### config.mk
export PLATFORM = sky130hd
export DESIGN_NAME = agc_att_ctrl
export DESIGN_NICKNAME = d
export VERILOG_FILES = /design/src/rtl/agc_att_ctrl.sv
export SDC_FILE = /design/constraint.sdc
export NUM_CORES = 1
export LEC_CHECK = 0
export ABC_CLOCK_PERIOD_IN_PS = 5730
export CELL_PAD_IN_SITES_DETAIL_PLACEMENT = 1
export CELL_PAD_IN_SITES_GLOBAL_PLACEMENT = 2
export CORE_MARGIN = 3
export CORE_UTILIZATION = 34
export CTS_CLUSTER_SIZE = 10
export DETAILED_ROUTE_END_ITERATION = 10
export GPL_TIMING_DRIVEN = 0
export PLACE_DENSITY_LB_ADDON = 0.1
export SKIP_LAST_GASP = 1
export SLEW_MARGIN = 5
export SYNTH_ARGS = -nofsm -noshare
export SYNTH_HDL_FRONTEND = slang
export SYNTH_SLANG_ARGS = --single-unit
### constraint.sdc
create_clock -name clk -period 5.73 [get_ports clk]
set_clock_uncertainty 0.2 [all_clocks]
set_input_delay 0.8595 -clock clk [delete_from_list [all_inputs] [get_ports clk]]
set_output_delay 0.8595 -clock clk [all_outputs]
set_load 0.05 [all_outputs]
### src/rtl/agc_att_ctrl.sv
// rtl/agc_att_ctrl.sv - closed-loop AGC attenuator code controller
//
// Steps a digital step attenuator code so the measured peak magnitude stays
// inside [LO_THRESH, HI_THRESH]. After each code change, SETTLE_PER measurement
// strobes are discarded while the analog front end settles. When agc_en is low
// the loop is bypassed and manual_att drives att_code.
//
// Optional feature macro: AGC_FAST_ATTACK_EN
//   Defined     : peaks >= OVL_THRESH step by 4*STEP and raise ovl.
//   Not defined : every increase uses STEP, ovl is tied 0.
//
// Ports:
//   clk         in   system clock
//   rst         in   asynchronous reset, active-low
//   max_in      in   peak magnitude of last completed period (unsigned)
//   max_stb     in   one-cycle strobe, max_in is new this cycle
//   agc_en      in   1 = closed loop, 0 = manual
//   manual_att  in   code driven while agc_en = 0
//   att_code    out  registered attenuator code
//   att_valid   out  one-cycle pulse whenever att_code changes value
//   too_high    out  last evaluated peak > HI_THRESH
//   too_low     out  last evaluated peak < LO_THRESH
//   at_limit    out  att_code is 0 or ATT_MAX
//   ovl         out  last evaluated peak >= OVL_THRESH (fast attack only)

module agc_att_ctrl #(
  parameter int IN_W       = 16,
  parameter int ATT_W      = 6,
  parameter int ATT_MAX    = 63,
  parameter int ATT_INIT   = 0,
  parameter int HI_THRESH  = 24000,
  parameter int LO_THRESH  = 12000,
  parameter int STEP       = 1,
  parameter int SETTLE_PER = 2,
  parameter int OVL_THRESH = 32000
) (
  input  logic             clk,
  input  logic             rst,
  input  logic [IN_W-1:0]  max_in,
  input  logic             max_stb,
  input  logic             agc_en,
  input  logic [ATT_W-1:0] manual_att,
  output logic [ATT_W-1:0] att_code,
  output logic             att_valid,
  output logic             too_high,
  output logic             too_low,
  output logic             at_limit,
  output logic             ovl
);

  localparam int AW1   = ATT_W + 1;
  localparam int CNT_W = $clog2(SETTLE_PER + 1);

  localparam logic [IN_W-1:0]  HI_T      = IN_W'(HI_THRESH);
  localparam logic [IN_W-1:0]  LO_T      = IN_W'(LO_THRESH);
  localparam logic [AW1-1:0]   ATT_MAX_W = AW1'(ATT_MAX);
  localparam logic [AW1-1:0]   STEP1_W   = AW1'(STEP);
  localparam logic [CNT_W-1:0] SETTLE_N  = CNT_W'(SETTLE_PER);

`ifdef AGC_FAST_ATTACK_EN
  localparam logic [IN_W-1:0]  OVL_T   = IN_W'(OVL_THRESH);
  localparam logic [AW1-1:0]   STEP4_W = AW1'(4 * STEP);
`else
  logic unused_ovl_thresh;
  assign unused_ovl_thresh = (OVL_THRESH != 0);
`endif

  typedef enum logic [1:0] {
    IDLE   = 2'd0,
    TRACK  = 2'd1,
    EVAL   = 2'd2,
    SETTLE = 2'd3
  } state_t;

  state_t            state_q, state_d;
  logic [ATT_W-1:0]  att_q, att_d;
  logic              valid_q, valid_d;
  logic              high_q, high_d;
  logic              low_q, low_d;
  logic              ovl_q, ovl_d;
  logic [CNT_W-1:0]  cnt_q, cnt_d;
  logic [IN_W-1:0]   lat_q, lat_d;

  // Decision datapath, evaluated from the latched peak
  logic              gt, lt, fast;
  logic [AW1-1:0]    att_w, step_w, inc_w, inc_sat, dec_sat, new_w;

  always_comb begin
    gt  = lat_q > HI_T;
    lt  = lat_q < LO_T;
`ifdef AGC_FAST_ATTACK_EN
    fast = lat_q >= OVL_T;
`else
    fast = 1'b0;
`endif
    att_w  = {1'b0, att_q};
`ifdef AGC_FAST_ATTACK_EN
    step_w = fast ? STEP4_W : STEP1_W;
`else
    step_w = STEP1_W;
`endif
    // One extra bit of headroom so the sum cannot wrap before the clamp
    inc_w   = att_w + step_w;
    inc_sat = (inc_w > ATT_MAX_W) ? ATT_MAX_W : inc_w;
    dec_sat = (att_w < STEP1_W) ? '0 : (att_w - STEP1_W);
    if (gt) begin
      new_w = inc_sat;
    end else if (lt) begin
      new_w = dec_sat;
    end else begin
      new_w = att_w;
    end
  end

  always_comb begin
    state_d = state_q;
    att_d   = att_q;
    valid_d = 1'b0;
    high_d  = high_q;
    low_d   = low_q;
    ovl_d   = ovl_q;
    cnt_d   = cnt_q;
    lat_d   = lat_q;

    if (!agc_en) begin
      // Manual mode wins from any state; pending decisions are dropped
      state_d = IDLE;
      att_d   = manual_att;
      valid_d = (manual_att != att_q);
      high_d  = 1'b0;
      low_d   = 1'b0;
      ovl_d   = 1'b0;
      cnt_d   = '0;
    end else begin
      case (state_q)
        IDLE: begin
          // Loop resumes from whatever code manual mode left behind
          state_d = TRACK;
        end
        TRACK: begin
          if (max_stb) begin
            lat_d   = max_in;
            state_d = EVAL;
          end
        end
        EVAL: begin
          high_d = gt;
          low_d  = lt;
          ovl_d  = fast;
          if (new_w != att_w) begin
            att_d   = new_w[ATT_W-1:0];
            valid_d = 1'b1;
            cnt_d   = '0;
            state_d = SETTLE;
          end else begin
            state_d = TRACK;
          end
        end
        SETTLE: begin
          if (max_stb) begin
            cnt_d = cnt_q + 1'b1;
            if (cnt_d == SETTLE_N) begin
              state_d = TRACK;
            end
          end
        end
        default: state_d = IDLE;
      endcase
    end
  end

  always_ff @(posedge clk or negedge rst) begin
    if (!rst) begin
      state_q <= IDLE;
      att_q   <= ATT_W'(ATT_INIT);
      valid_q <= 1'b0;
      high_q  <= 1'b0;
      low_q   <= 1'b0;
      ovl_q   <= 1'b0;
      cnt_q   <= '0;
      lat_q   <= '0;
    end else begin
      state_q <= state_d;
      att_q   <= att_d;
      valid_q <= valid_d;
      high_q  <= high_d;
      low_q   <= low_d;
      ovl_q   <= ovl_d;
      cnt_q   <= cnt_d;
      lat_q   <= lat_d;
    end
  end

  assign att_code  = att_q;
  assign att_valid = valid_q;
  assign too_high  = high_q;
  assign too_low   = low_q;
  assign ovl       = ovl_q;
  assign at_limit  = (att_q == '0) || (att_q == ATT_W'(ATT_MAX));

endmodule

Word level (Yosys, flattened, before mapping)
Index checks and enable logic that the tools add are counted.
- input port bits: 26
- register bits after elaboration: 30
- $add $sub $neg: 3
- $lt $le $gt $ge: 4
- mux-type cells: 26
- equal/unequal tests: 14
- reductions and logical operators: 7
- operators by type and width (kind ; number):
    7-bit two-way mux ; 4
    6-bit two-way mux ; 3
    16-bit by 15-bit > comparator with 1-bit output (second input constant) ; 1
    16-bit by 14-bit less-than comparator with 1-bit output (second input constant) ; 1
    2-bit two-way mux ; 8
    3-bit inequality test (second input constant) ; 4
    1-bit two-way mux ; 9
    3-bit AND reduction ; 3
    2-bit one-hot mux with 4 select lines ; 1
    6-bit by 1-bit adder with 7-bit output (second input constant) ; 1
    7-bit by 6-bit > comparator with 1-bit output (second input constant) ; 1
    7-bit by 6-bit inequality test with 1-bit output ; 1
    6-bit by 1-bit subtractor with 7-bit output (second input constant) ; 1
    2-bit equality test (second input constant) ; 3
    6-bit equality test (second input constant) ; 1
    6-bit zero test ; 1
    6-bit by 1-bit less-than comparator with 1-bit output (second input constant) ; 1
    6-bit inequality test ; 1
    2-bit by 1-bit inequality test with 1-bit output (second input constant) ; 2
    2-bit one-hot mux with 2 select lines ; 1
    3-bit by 1-bit inequality test with 1-bit output (second input constant) ; 1
    2-bit by 1-bit adder with 2-bit output (second input constant) ; 1
    2-bit by 1-bit equality test with 1-bit output (second input constant) ; 1
    2-bit zero test ; 1
    2 further kinds ; 2

Logic depth before layout (Yosys ltp)
Gate-level depths: netlist of run 1.
- depth after elaboration: 8
- mapped depth: 9
- depth with buffers taken out: 8

Worst setup path after synthesis of run 1
Ideal clock, no wire load.
- kind: reg-to-reg
- start: register att_q[0] (netlist: att_code[0])
- end: register att_q[4] (netlist: att_code[4])
- period minus slack after synthesis: 2.726 ns
- arrival: 2.406 ns
- slack: 3.004 ns
- cell stages (with the launch flop): 10
- cells stage by stage: dfrtp_1 > buf_2 > inv_1 > ha_1 > nor4bb_1 > o31ai_1 > nand2_1 > a21oi_1 > o21bai_1 > a31o_2
- word-level cells in the longest chain between the ends: 7
- elaborated cells between the ends (all ways): 14
- classes of those cells: add/sub (2); order compare (2); eq/ne (2); mux (7); reduce/logical (1)
- RTL lines (item ; RTL line ; source):
    start: declaration ; 76 ; logic [ATT_W-1:0] att_q, att_d;
    start signal: assignment ; 175 ; att_q <= ATT_W'(ATT_INIT);
    start signal: assignment ; 184 ; att_q <= att_d;
    6-bit by 1-bit adder with 7-bit output (tied with other cells) ; 103 ; inc_w = att_w + step_w;
    7-bit by 6-bit > comparator with 1-bit output / 7-bit two-way mux (equally long branches) ; 104, 105 ;
    7-bit two-way mux, on equally long branches ; 104, 108 ;
    7-bit two-way mux ; 106 ; if (gt) begin
    7-bit by 6-bit inequality test with 1-bit output / 6-bit two-way mux (equally long branches) ; 150 ; if (new_w != att_w) begin
    2-bit by 1-bit inequality test with 1-bit output (no line) / 6-bit two-way mux (equally long branches) ; -- ;
    2-bit AND reduction (no line) / 6-bit two-way mux (equally long branches) ; -- ;
Several ways; a longest one is shown, not always the timed one. The select of a mux whose other input is x is not followed.
A chain may end at the register's enable or synchronous reset.

Worst setup path after layout of run 1
- start: register att_q[0] (netlist: att_code[0])
- end: output at_limit
- word-level cells in the longest chain between the ends: 2
- elaborated cells between the ends (all ways): 3
- classes of those cells: eq/ne (1); reduce/logical (2)
- RTL lines (item ; RTL line ; source):
    6-bit equality test / 6-bit zero test (equally long branches) ; 199 ; assign at_limit = (att_q == '0) || (att_q == ATT_W'(ATT_MAX));
    1-bit logical OR (*) ; 199 ;
    end: declaration ; 47 ; output logic at_limit,
Mark *: on every way between the ends. The rest lies on a longest branch, timed or not.

==> results.md, run 1 <==
- Outcome: finished clean
- Total Wirelength: 4.95 mm
- CP endpoint kind: output pin
- Register area share after synthesis: 39.7%
- DR vias/cell: 5.31
- Setup Fix Bufs, Post-CTS: 0
- Pwr Density: 311 mW/mm^2
- DIE WIDTH: 79.4 um
- Row cnt: 26
- Peak Freq: 307 MHz
- Multi-input gate area: 0.00100 mm^2
- Required time worst endpoint: 4.67 ns
- Hold path start: lat_q[0]
- Non-Filler Instances: 300
- Crit-path max FO: 5
- Later-pin clock latency in the skew report: 0.29 ns
- TritonCTS clock tree: yes
- I/O pins: 37
- Total negative setup slack: 0 ns
- Layout area overhead: 30.0%
- DR pass1 iterations: 4
- Minimum clock period: 3.26 ns
- Mapped cell area: 0.00183 mm^2
- Hold path depth: 1
- Share of post-route cells with drive strength above 1: 17.0%
- CTS buffer count: 5
- Post-cts resize count: 0
- GRT Residual Overflow: 0
- Via count: 1592
- Post-synth EDFFs: 0
- Place WS: 2.78 ns
- GRT Total Usage: 17.3%
- Slew margin rel.: 54.5%
- RR Startpoint: att_code[0]
- Yosys Warn Count: 0
- Port-buffer cells: 35
- Syn nets: 221
- Initial core utilization: 35.6%
- Endpoints failing hold: 0
- WHS Endpoint: lat_q[0]
- Vias in the first global route: 1729
- Reg2reg path depth: 9
- Yosys cell types: 50
- RSZ-0062 raised after global routing: no
- Die Ht: 79.4 um
- Die area: 0.00630 mm^2
- Maximum VDD drop: 136 uV
- First-pass GRT wire length: 8.36 mm
- Leak: 0.000973 uW
- Startpoint Class: register
- # diodes: 0
- Fin worst setup slack: 2.47 ns
- Placer Congestion: 0.854
- Filler cell count: 612
- Post-route antenna net violation count: 0
- Clk slew on worst S/H paths: 0.07 ns
- Clock root buffer: clkbuf_8
- Final setup viols: 0
- Synthesized flop and latch total: 29
- Kind of critical path: reg2out
- CP Data Arrival Time: 2.20 ns
- Period utilization: 56.9%
- Nets: 263
- Max cap viols: 0
- Hold buffer count at CTS: 0
- R2R setup slack: 2.95 ns
- Worst slew pin tran: 0.682 ns
- Most used DFF post-synth: dfrtp_1
- Pin count of the biggest net entering global routing: 30
- Clock sink count: 29
- Hold Crit Class: reg2reg
- Slew Limit Fails: 0
- R2r endpoint: att_code[4]
- Clk buf depth: 2
- Drt drc: 0
- DRT iter0 DRCs: 82
- Hold WS: 0.309 ns
- Placed cells: 292
- DP HPWL: 3.82 mm
- Register area: 726 um^2
- Post-Syn Area per Cell: 9.78 um^2
- Ys async rst share: 100%
- Placeable Area: 0.00514 mm^2
- Initial antenna violation count: 0
- WL per Instance: 16.5 um
- CTS H-Tree Depth: 2
- Mapped Cells: 187
## routing by layer
layer,vias up,track usage [%],wire [um]
li1,773,-,-
met1,777,19.3,2140
met2,32,31.3,2510
met3,10,4.76,207
met4,0,6.19,82
met5,-,0,0
## cell usage after synthesis (3+ instances only)
master / n / area [um^2]
dfrtp_1: 29 / 726
mux2_2: 16 / 180
inv_1: 11 / 41.3
a21oi_1: 9 / 45.0
nand2_1: 9 / 33.8
o21ai_0: 9 / 45.0
ha_1: 8 / 100
nor2_1: 7 / 26.3
nand3_1: 6 / 30.0
a31oi_1: 5 / 31.3
buf_4: 4 / 30.0
clkbuf_1: 4 / 15.0
nand4_1: 4 / 25.0
nor3_1: 4 / 20.0
xnor2_1: 4 / 35.0
buf_2: 3 / 15.0
nand2b_1: 3 / 18.8
nor2b_1: 3 / 18.8
nor4_1: 3 / 18.8
o22ai_1: 3 / 18.8
## final cells by class
| cell class | count | share of cell area [%] |
|---|---|---|
| buffer | 11 | 2.53 |
| sequential | 29 | 30.5 |
| timing repair buffer | 35 | 14.5 |
| inverter | 11 | 1.74 |
| clock inverter | 3 | 1.95 |
| tap | 70 | 3.68 |
| multi-input combinational | 136 | 42.2 |
| clock buffer | 5 | 2.89 |
## flip-flops by register name (all words and copies together) (netlist names)
signal,flops
att_code,6
att_valid,1
cnt_q,2
lat_q,16
state_q,2
too_high,1
too_low,1
## how the worst max path moves through the flow
stage	startpoint	to	slack, ns	cells past startpoint
2_1_floorplan	att_code[0]	att_code[4]	3.00	9
3_3_place_gp	att_code[3]	at_limit	2.75	4
3_5_place_dp	att_code[0]	at_limit	2.78	5
4_1_cts	att_code[0]	at_limit	2.44	5
5_1_grt	att_code[3]	at_limit	2.34	4
6_report	att_code[0]	at_limit	2.47	5
## through the flow
step | utilization, % | power [uW] | area (um^2)
after floorplan | - | 438 | 1830
after global placement | 44.1 | 513 | 2270
after detailed placement | 44.0 | 522 | 2260
after CTS | 46.3 | 745 | 2380
after global routing | 46.3 | 785 | 2380
final | 46.3 | 740 | 2380
## cells in the final DEF, fill, tap and decap left out, types with 5 or more instances in the layout
master,synthesis,routed
nor2_1,7,7
inv_1,11,11
ha_1,8,8
nand3_1,6,6
a31oi_1,5,5
mux2_2,16,16
a21oi_1,9,9
nand2_1,9,9
o21ai_0,9,9
dfrtp_1,29,29
clkbuf_8,0,5
clkdlybuf4s50_1,0,34
## cell families after synthesis
group                    Yosys count  synth area share [%]
AO/OA/AOI/OAI                     52                  19.7
multiplexers                      18                  10.9
buffers and inverters             22                  5.54
AND/OR/NAND/NOR                   51                  15.6
adder cells (fa/ha/maj)            8                  5.47
flip-flops                        29                  39.7
XOR/XNOR                           6                  2.87
other                              1                 0.205
## worst max-delay path, cell delays in order, from the launching register on
cell	delay [ns]
dfrtp_1	0.44
ha_1	0.24
nand3_1	0.14
nor2_1	0.17
a21o_1	0.12
clkdlybuf4s50_1	0.80
## where the power goes
part | switching (uW) | leakage (uW) | internal, uW
registers | 34.1 | 0.000355 | 246
logic | 135 | 0.000563 | 102
clock network | 92.5 | 0.0000543 | 130
total | 261 | 0.000973 | 479
(Power assumes the default switching activity.)
==> run 2: changes to the inputs <==
--- a/config.mk
+++ b/config.mk
@@ -5,11 +5,11 @@
 export SDC_FILE = /design/constraint.sdc
 export NUM_CORES = 1
 export LEC_CHECK = 0
-export ABC_CLOCK_PERIOD_IN_PS = 5730
+export ABC_CLOCK_PERIOD_IN_PS = 3210
 export CELL_PAD_IN_SITES_DETAIL_PLACEMENT = 1
 export CELL_PAD_IN_SITES_GLOBAL_PLACEMENT = 2
 export CORE_MARGIN = 3
-export CORE_UTILIZATION = 34
+export CORE_UTILIZATION = 32
 export CTS_CLUSTER_SIZE = 10
 export DETAILED_ROUTE_END_ITERATION = 10
 export GPL_TIMING_DRIVEN = 0
==> constraint.sdc (replaced) <==
create_clock -name clk -period 3.21 [get_ports clk]
set_clock_uncertainty 0.2 [all_clocks]
set_input_delay 0.4815 -clock clk [delete_from_list [all_inputs] [get_ports clk]]
set_output_delay 0.4815 -clock clk [all_outputs]
set_load 0.05 [all_outputs]
==> run 2 against run 1 <==
Effect of this change:
- non-clock buffer count unchanged
- cell area fell by 1.4%
- sequential cell count did not move
- clock power rose by 28%
- highest routed layer unchanged
==> results.md, run 2 (synthesis results as in run 1) <==
- Hold buffer count at CTS: 0 (unchanged)
- DRT iter0 DRCs: 44 (was 82)
- Die Ht: 81.6 um (was 79.4 um)
- Port-buffer cells: 35 (unchanged)
- Row cnt: 26 (unchanged)
- Post-cts resize count: 0 (unchanged)
- CTS buffer count: 5 (unchanged)
- Vias in the first global route: 1740 (was 1729)
- I/O pins: 37 (unchanged)
- CP endpoint kind: register (was output pin)
- RSZ-0062 raised after global routing: no (unchanged)
- Hold WS: 0.0378 ns (was 0.309 ns)
- Combinational share of power: 35.0% (was 32.0%)
- Kind of critical path: reg2reg (was reg2out)
- Maximum VDD drop: 277 uV (was 136 uV)
- Sequential Power Share: 41.3% (was 37.9%)
- Required time worst endpoint: 3.17 ns (was 4.67 ns)
- Register area: 726 um^2 (unchanged)
- Minimum clock period: 2.87 ns
- Setup Fix Bufs, Post-CTS: 0 (unchanged)
- Share of post-route cells with drive strength above 1: 16.5% (was 17.0%)
- Worst slew pin tran: 0.670 ns (was 0.682 ns)
- Startpoint Class: register (unchanged)
- Max reg flops: 16 (unchanged)
- Placer Congestion: 0.816 (was 0.854)
- CTS H-Tree Depth: 2 (unchanged)
- Via count: 1586 (was 1592)
- DR vias/cell: 5.29 (was 5.31)
- Pwr Density: 516 mW/mm^2 (was 311 mW/mm^2)
- DR pass1 iterations: 4 (unchanged)
- Post-route antenna net violation count: 0 (unchanged)
- # diodes: 0 (unchanged)
- Peak Freq: 349 MHz
- First-pass GRT wire length: 8.43 mm (was 8.36 mm)
- Filler cell count: 613 (was 612)
- Clock Power Share: 23.7% (was 30.1%)
- CP peak stage delay: 0.59 ns (was 0.80 ns)
- Internal power: 773 uW (was 479 uW)
- Drt drc: 0 (unchanged)
- Total Wirelength: 5.07 mm (was 4.95 mm)
- Clock sink count: 29 (unchanged)
- CP max stage cell: o31ai_1 (was clkdlybuf4s50_1)
- Later-pin clock latency in the skew report: 0.28 ns (was 0.29 ns)
- Final setup viols: 0 (unchanged)
- Biggest register: lat_q (unchanged)
- Hold Crit Class: in2async (was reg2reg)
- Critical Path, Cell by Cell: buf_2, inv_1, ha_1, nor4bb_1, o31ai_1, nand2_1, a21oi_1, o21bai_1, a31o_2 (was ha_1, nand3_1, nor2_1, a21o_1, clkdlybuf4s50_1)
- GRT Total Usage: 16.7% (was 17.3%)
- Commonest non-fill, non-tap cells in the layout: 34 x clkdlybuf4s50_1, 29 x dfrtp_1, 16 x mux2_2, 11 x inv_1 (unchanged)
- Initial antenna violation count: 0 (unchanged)
- Crit-path max FO: 10 (was 5)
- Switching portion of total power: 36.1% (was 35.3%)
- Clk slew on worst S/H paths: 0.07 ns (about the same)
- Slew margin rel.: 55.0% (was 54.5%)
- Layout area overhead: 28.2% (was 30.0%)
- Pin count of the biggest net entering global routing: 30 (unchanged)
- Initial core utilization: 34.5% (was 35.6%)
- Post-DP Area: 0.00226 mm^2 (unchanged)
- Clock root buffer: clkbuf_8 (unchanged)
- DP HPWL: 3.97 mm (was 3.82 mm)
- Die area: 0.00666 mm^2 (was 0.00630 mm^2)
- DIE WIDTH: 81.6 um (was 79.4 um)
- Max cap viols: 0 (unchanged)
- Placeable Area: 0.00530 mm^2 (was 0.00514 mm^2)
- Multi-input gate area: 0.00100 mm^2 (unchanged)
- Endpoints failing hold: 0 (unchanged)
- Non-Filler Instances: 300 (unchanged)
- Commonest non-fill, non-tap cell in the layout: clkdlybuf4s50_1 (unchanged)
- Sw Pwr: 437 uW (was 261 uW)
- WL per Instance: 16.9 um (was 16.5 um)
- Slew Limit Fails: 0 (unchanged)
- Period utilization: 89.3%
- Total negative setup slack: 0 ns (unchanged)
- Outcome: finished clean (unchanged)
- CP Data Arrival Time: 2.83 ns (was 2.20 ns)
- TritonCTS clock tree: yes (unchanged)
- Nets: 263 (unchanged)
- Leak: 0.000963 uW (was 0.000973 uW)
- GRT Residual Overflow: 0 (unchanged)
- Design Area, Final: 0.00234 mm^2 (was 0.00238 mm^2)
- Clk buf depth: 2 (unchanged)
- Placed cells: 292 (unchanged)
-- run 2: power by group through the flow --
stage / Combinational (uW) / Sequential [uW] / Clock, uW
floorplan: 255 / 527 / 0
global placement: 415 / 501 / 0
detailed placement: 426 / 506 / 0
CTS: 428 / 499 / 298
global route: 470 / 510 / 315
finish: 424 / 500 / 286
-- run 2: final cells by class --
class | instances | share of cell area (%)
tap | 70 | 3.74
clock inverter | 2 | 0.427
timing repair buffer | 35 | 14.7
multi-input combinational | 136 | 42.7
buffer | 11 | 2.56
sequential | 29 | 30.9
clock buffer | 6 | 3.09
inverter | 11 | 1.76
-- run 2: path summary, 6_finish.rpt --
check                                   end  slack [ns]  cells after the start   startpoint
worst min-delay path            att_code[2]        0.04                      1          rst
max in group asynchronous          too_high        2.32                      1          rst
min in group clk                   lat_q[1]        0.31                      1     lat_q[1]
worst max register to register  att_code[4]        0.34                      9  att_code[0]
worst min register to register     lat_q[1]        0.31                      1     lat_q[1]
worst max-delay path            att_code[4]        0.34                      9  att_code[0]
-- run 2: metrics by stage --
step,worst slack [ns],total power (uW),util (%)
CTS,0.326,1220,44.2
finish,0.343,1210,44.2
global route,0.128,1300,44.2
global placement,0.413,916,42.8
floorplan,0.484,782,-
detailed placement,0.360,932,42.7
-- run 2: routing by layer --
layer | up-vias | share of wire, % | global-route usage, %
li1 | 768 | - | -
met1 | 772 | 43 | 20.1
met2 | 39 | 51 | 30.7
met3 | 7 | 4.4 | 3.07
met4 | 0 | 1.3 | 3.99
met5 | - | 0 | 0
-- run 2: critical path, delay by kind of cell, from the launching register on --
family | cells | cell delay, ns
buf+inv | 2 | 0.39
fa+ha+maj | 1 | 0.37
simple gates | 2 | 0.27
flops | 1 | 0.44
compound gates | 4 | 1.08
==> run 3: changes to the inputs <==
--- a/config.mk
+++ b/config.mk
@@ -10,6 +10,7 @@
 export CELL_PAD_IN_SITES_GLOBAL_PLACEMENT = 2
 export CORE_MARGIN = 3
 export CORE_UTILIZATION = 32
+export CTS_CLUSTER_DIAMETER = 30
 export CTS_CLUSTER_SIZE = 10
 export DETAILED_ROUTE_END_ITERATION = 10
 export GPL_TIMING_DRIVEN = 0
==> results of run 3 <==
No change in the layout: final DEF, timing and power equal those of run 2.
